File: src/rtl/instr_fetch_unit.sv
// Instruction-fetch stage: owns the program counter, presents the fetch
// address to the instruction RAM and captures the returned word into the
// IF/ID pipeline register. Supports sequential PC+4 fetch, branch redirect
// with a one-bubble flush, and hazard stalls that freeze the whole stage.
module instr_fetch_unit #(
    parameter logic [31:0] RESET_PC  = 32'h0000_0000,
    parameter logic [31:0] NOP_INSTR = 32'h0000_0000
) (
    input  logic        clk,
    input  logic        reset,
    input  logic        stall,
    input  logic        branch_taken,
    input  logic [31:0] branch_target,
    output logic [31:0] imem_addr,
    input  logic [31:0] imem_data,
    output logic [31:0] pc,
    output logic [31:0] ifid_instr,
    output logic [31:0] ifid_pc4,
    output logic        ifid_valid,
    output logic [31:0] fetch_count
);

    // Word alignment mask: the PC never carries byte-offset bits.
    localparam logic [31:0] WORD_MASK     = 32'hFFFF_FFFC;
    localparam logic [31:0] RESET_PC_ALGN = RESET_PC & WORD_MASK;

    // Architectural state of the stage.
    logic [31:0] pc_q,          pc_d;
    logic [31:0] ifid_instr_q,  ifid_instr_d;
    logic [31:0] ifid_pc4_q,    ifid_pc4_d;
    logic        ifid_valid_q,  ifid_valid_d;
    logic [31:0] fetch_count_q, fetch_count_d;

    // Decoded per-edge action. Redirect has priority over stall.
    logic        do_redirect;
    logic        do_advance;
    logic [31:0] pc_plus4;
    logic [31:0] target_algn;

    // Action decode and shared arithmetic.
    always_comb begin
        do_redirect = branch_taken;
        do_advance  = !branch_taken && !stall;
        pc_plus4    = pc_q + 32'd4;
        target_algn = branch_target & WORD_MASK;
    end

    // Next-state selection: redirect flushes IF/ID, stall holds, otherwise fetch.
    always_comb begin
        pc_d          = pc_q;
        ifid_instr_d  = ifid_instr_q;
        ifid_pc4_d    = ifid_pc4_q;
        ifid_valid_d  = ifid_valid_q;
        fetch_count_d = fetch_count_q;

        if (do_redirect) begin
            // Flushed slot becomes a bubble; the count tracks real instructions only.
            pc_d         = target_algn;
            ifid_instr_d = NOP_INSTR;
            ifid_pc4_d   = 32'd0;
            ifid_valid_d = 1'b0;
        end else if (do_advance) begin
            // The RAM word for the current PC is latched with its return address.
            pc_d          = pc_plus4;
            ifid_instr_d  = imem_data;
            ifid_pc4_d    = pc_plus4;
            ifid_valid_d  = 1'b1;
            fetch_count_d = fetch_count_q + 32'd1;
        end
    end

    // State registers; reset clears the stage immediately, independent of clk.
    always_ff @(posedge clk or posedge reset) begin
        if (reset) begin
            pc_q          <= RESET_PC_ALGN;
            ifid_instr_q  <= NOP_INSTR;
            ifid_pc4_q    <= 32'd0;
            ifid_valid_q  <= 1'b0;
            fetch_count_q <= 32'd0;
        end else begin
            pc_q          <= pc_d;
            ifid_instr_q  <= ifid_instr_d;
            ifid_pc4_q    <= ifid_pc4_d;
            ifid_valid_q  <= ifid_valid_d;
            fetch_count_q <= fetch_count_d;
        end
    end

    // Outputs come straight from registers; the RAM address is a copy of the PC.
    assign imem_addr   = pc_q;
    assign pc          = pc_q;
    assign ifid_instr  = ifid_instr_q;
    assign ifid_pc4    = ifid_pc4_q;
    assign ifid_valid  = ifid_valid_q;
    assign fetch_count = fetch_count_q;

endmodule

File: config.mk
export PLATFORM = sky130hd
export DESIGN_NAME = instr_fetch_unit
export DESIGN_NICKNAME = d
export VERILOG_FILES = /design/src/rtl/instr_fetch_unit.sv
export SDC_FILE = /design/constraint.sdc
export NUM_CORES = 1
export LEC_CHECK = 0
export CAP_MARGIN = 20
export CORE_ASPECT_RATIO = 1.2
export CORE_MARGIN = 5
export CORE_UTILIZATION = 46
export CTS_CLUSTER_DIAMETER = 100
export CTS_CLUSTER_SIZE = 12
export DETAILED_ROUTE_END_ITERATION = 8
export PLACE_DENSITY = 0.9
export SLEW_MARGIN = 40
export SYNTH_ARGS = -nofsm -noshare
export SYNTH_HDL_FRONTEND = slang
export SYNTH_SLANG_ARGS = --single-unit
File: constraint.sdc
create_clock -name clk -period 5.4 [get_ports clk]
set_input_delay 1.62 -clock clk [delete_from_list [all_inputs] [get_ports clk]]
set_output_delay 1.62 -clock clk [all_outputs]
set_load 0.01 [all_outputs]
==> Implementation_results.wiki <==
{| class="wikitable"
! Metric !! Value
|-
| Status || completed
|-
| Area share of the largest cell type after synthesis || 0.487
|-
| Number of instances on the worst hold path || 1
|-
| Placeable core region || 13800 um2
|-
| Crit. End Element || output port
|-
| Type of the worst setup path || reg2out
|-
| Dominant cell by count in the synthesized netlist || sky130_fd_sc_hd__dfrtp_1
|-
| Post-DP HPWL || 13.0 mm
|-
| Clock tree sinks || 126
|-
| Startpoint Class || register
|-
| Fin nets || 904
|-
| Cell class contributing the biggest share of worst-path delay || flip-flops
|-
| Pre-Repair DR Iteration Count || 5
|-
| Largest area contributor in the netlist || sky130_fd_sc_hd__dfrtp_1
|-
| Number of gates given a new drive strength after cts || 0
|-
| Worst path bufs/invs || 1
|-
| Number of cells on the worst reg-to-reg path || 5
|-
| Num CTS Buffers || 17
|-
| Tightest Hold Check Type || reg2reg
|-
| Max cap viols || 0
|-
| All-Layer GR Usage || 0.224
|-
| Core utilization of the finished layout || 0.658
|-
| Slew Limit Fails || 0
|-
| Syn Std Cell Area || 6470 um2
|-
| Synth Register Bits || 126
|-
| Die Footprint || 16500 um2
|-
| Number of antenna violations at the first check in global routing || 0
|-
| Antenna Diode Count || 0
|-
| RSZ-0062 raised after global routing || no
|-
| Clock network latency to the later pin of the worst-skew pair || roughly 0.42 ns
|-
| Die Ht || 140 um
|-
| Static Leakage || 3.79 nW
|-
| Leading cell types by total area after synthesis || sky130_fd_sc_hd__dfrtp_1 (49%), sky130_fd_sc_hd__mux2i_1 (5.0%), sky130_fd_sc_hd__nor2_1 (4.3%), sky130_fd_sc_hd__buf_4 (4.1%), sky130_fd_sc_hd__xnor2_1 (4.1%)
|-
| Pin count of the biggest net entering global routing || 81
|-
| Layout overhead on the synthesized area || 40.6%
|-
| Clock Skew || 0.0136 ns
|-
| Leading post-synthesis cells by instance count || sky130_fd_sc_hd__dfrtp_1 (126), sky130_fd_sc_hd__nor2_1 (74), sky130_fd_sc_hd__nand2_1 (55), sky130_fd_sc_hd__buf_4 (35), sky130_fd_sc_hd__mux2i_1 (32)
|-
| Hold violation total from the final report || 0
|-
| Drt wl/cell || 18.3 um
|-
| Total of warnings raised by yosys || 0
|-
| Sum of internal, switching and leakage power || 0.00274 W
|-
| Vias after detailed routing || 5719
|-
| Via count of the first global-routing pass || between 5000 and 6000
|-
| Highest-delay cell along the critical path || sky130_fd_sc_hd__dfrtp_1
|-
| Transition time at the pin with the least slew margin || 0.771 ns
|-
| Antenna Nets Post-Route || 0
|-
| I/O pins || 229
|-
| Commonest register cell after synthesis || sky130_fd_sc_hd__dfrtp_1
|-
| Mapped Avg Cell Area || 9.70 um2
|-
| Synthesized instance count || 667
|-
| Weighted congestion reported at the end of routability-driven placement || roughly 0.80
|-
| Worst path required time || 3.78 ns
|-
| FFs w/ async S/R, synth || 1.00
|-
| Via density per instance || 5.62
|-
| Critical-path cell list || clkdlybuf4s50_1
|-
| Number of enable flip-flop cells after synthesis || 0
|-
| TritonCTS clock tree || built
|-
| Hold Buf Count CTS || 0
|-
| Minimum clock period after layout || 3.31 ns
|-
| Placement Rows || 47
|-
| Number of levels the H-tree was split into || 4
|-
| Final cycle utilization of the critical path || 0.613
|-
| Setup tns final || 0 ns
|-
| Clock Pin Slew Worst Setup and Hold Paths || 0.06 ns
|-
| Count of port buffers added during placement || 222
|-
| DRC violation count after routing || 0
|-
| Maximum fanout count along the critical path || 12
|-
| Total global routing overflow || 0
|-
| Power Density || 301 nW/um2
|-
| Max Freq || 0.302 GHz
|-
| Worst supply voltage drop on vdd || a little under 0.0002 V
|-
| Detailed Route Iter0 Violations || between 400 and 500
|-
| Initial standard-cell utilization of the core || 0.468
|-
| Final Routed Wirelength || approximately 19 mm
|-
| Yosys cell types || 51
|-
| Final-report setup violation count || 0
|-
| Rel. slew slack || 0.486
|-
| Die width || 118 um
|-
| Largest stage delay on the critical path || around 0.64 ns
|-
| Fraction of final layout cells sized beyond drive strength 1 || 0.0544
|-
| Setup Fix Bufs, Post-CTS || 0
|-
| Bufs on Longest Clock Path || 2
|-
| Wire length of the first global-routing pass || between 30 and 40 mm
|-
| Data arrival, critical path || 1.69 ns
|-
| Logic depth of the worst setup path including buffers || 1
|-
| Root Buffer || sky130_fd_sc_hd__clkbuf_16
|-
| Share of synthesized area occupied by flip-flops and latches || 0.487
|}
flip-flops by register name, summed over array words and instances, names as in the netlist:
signal,cells
fetch_count,32
imem_addr,30
ifid_instr,32
ifid_pc4,31
ifid_valid,1
power breakdown:
group | leakage, nW | internal, W | switching (W)
logic | 1.91 | 0.000276 | 0.000218
clock network | 0.270 | 0.000689 | 0.000436
registers | 1.61 | 0.00102 | 0.0000999
final cells by class:
class                           instances  area [um2]
Multi-Input combinational cell        447        2820
Clock inverter                         13         143
Inverter                               15        58.8
Fill cell                            1037        4720
Timing Repair Buffer                  227        2260
Tap cell                              171         214
Clock buffer                           18         439
Sequential cell                       126        3150
metal layers:
metal / share of wire / track usage / vias to the layer above
li1: - / - / 2666
met1: 0.38 / 0.265 / 2737
met2: 0.50 / 0.371 / 274
met3: 0.095 / 0.0754 / 42
met4: 0.032 / 0.0960 / 0
met5: 0 / 0 / -
path summary, 6_finish.rpt:
check | start | to | slack, ns
hold reg to reg | fetch_count[31] | fetch_count[31] | 0.47
setup reg to reg | imem_addr[2] | imem_addr[24] | 2.63
setup / recovery | imem_addr[7] | imem_addr[7] | 2.09
min in group asynchronous | reset | fetch_count[6] | 1.65
hold / removal | fetch_count[31] | fetch_count[31] | 0.47
max in group asynchronous | reset | ifid_valid | 2.88
cell families after synthesis:
kind of cell             synth area share
AO/OA/AOI/OAI                      0.0886
buffers and inverters              0.0804
multiplexers                       0.0512
flip-flops                          0.487
AND/OR/NAND/NOR                     0.213
XOR/XNOR                           0.0745
adder cells (fa/ha/maj)           0.00387
other                            0.000580
stage by stage:
stage	std cells	hold slack [ns]	instance area, um2	worst slack, ns
after floorplan	670	0.504	6480	0.424
after CTS	1017	0.477	9090	2.09
after global routing	1017	0.506	9090	1.88
final	1017	0.472	9090	2.09
after global placement	986	0.460	8500	1.76
after detailed placement	986	0.467	8500	1.72
cells in the final DEF (no fill, tap or decap), types with 11 or more instances in the layout:
cell type                         count
sky130_fd_sc_hd__clkdlybuf4s50_1    220
sky130_fd_sc_hd__dfrtp_1            126
sky130_fd_sc_hd__nor2_1              74
sky130_fd_sc_hd__nand2_1             55
sky130_fd_sc_hd__mux2i_1             32
sky130_fd_sc_hd__xnor2_1             30
sky130_fd_sc_hd__o21ai_0             26
sky130_fd_sc_hd__xor2_1              25
sky130_fd_sc_hd__nand3_1             25
sky130_fd_sc_hd__nor3_1              22
sky130_fd_sc_hd__or4_1               19
sky130_fd_sc_hd__nand4_1             18
sky130_fd_sc_hd__clkbuf_16           17
sky130_fd_sc_hd__inv_1               13
sky130_fd_sc_hd__nor4_1              12
sky130_fd_sc_hd__a211oi_1            11
Note: power is estimated with default switching activity, not from simulation.
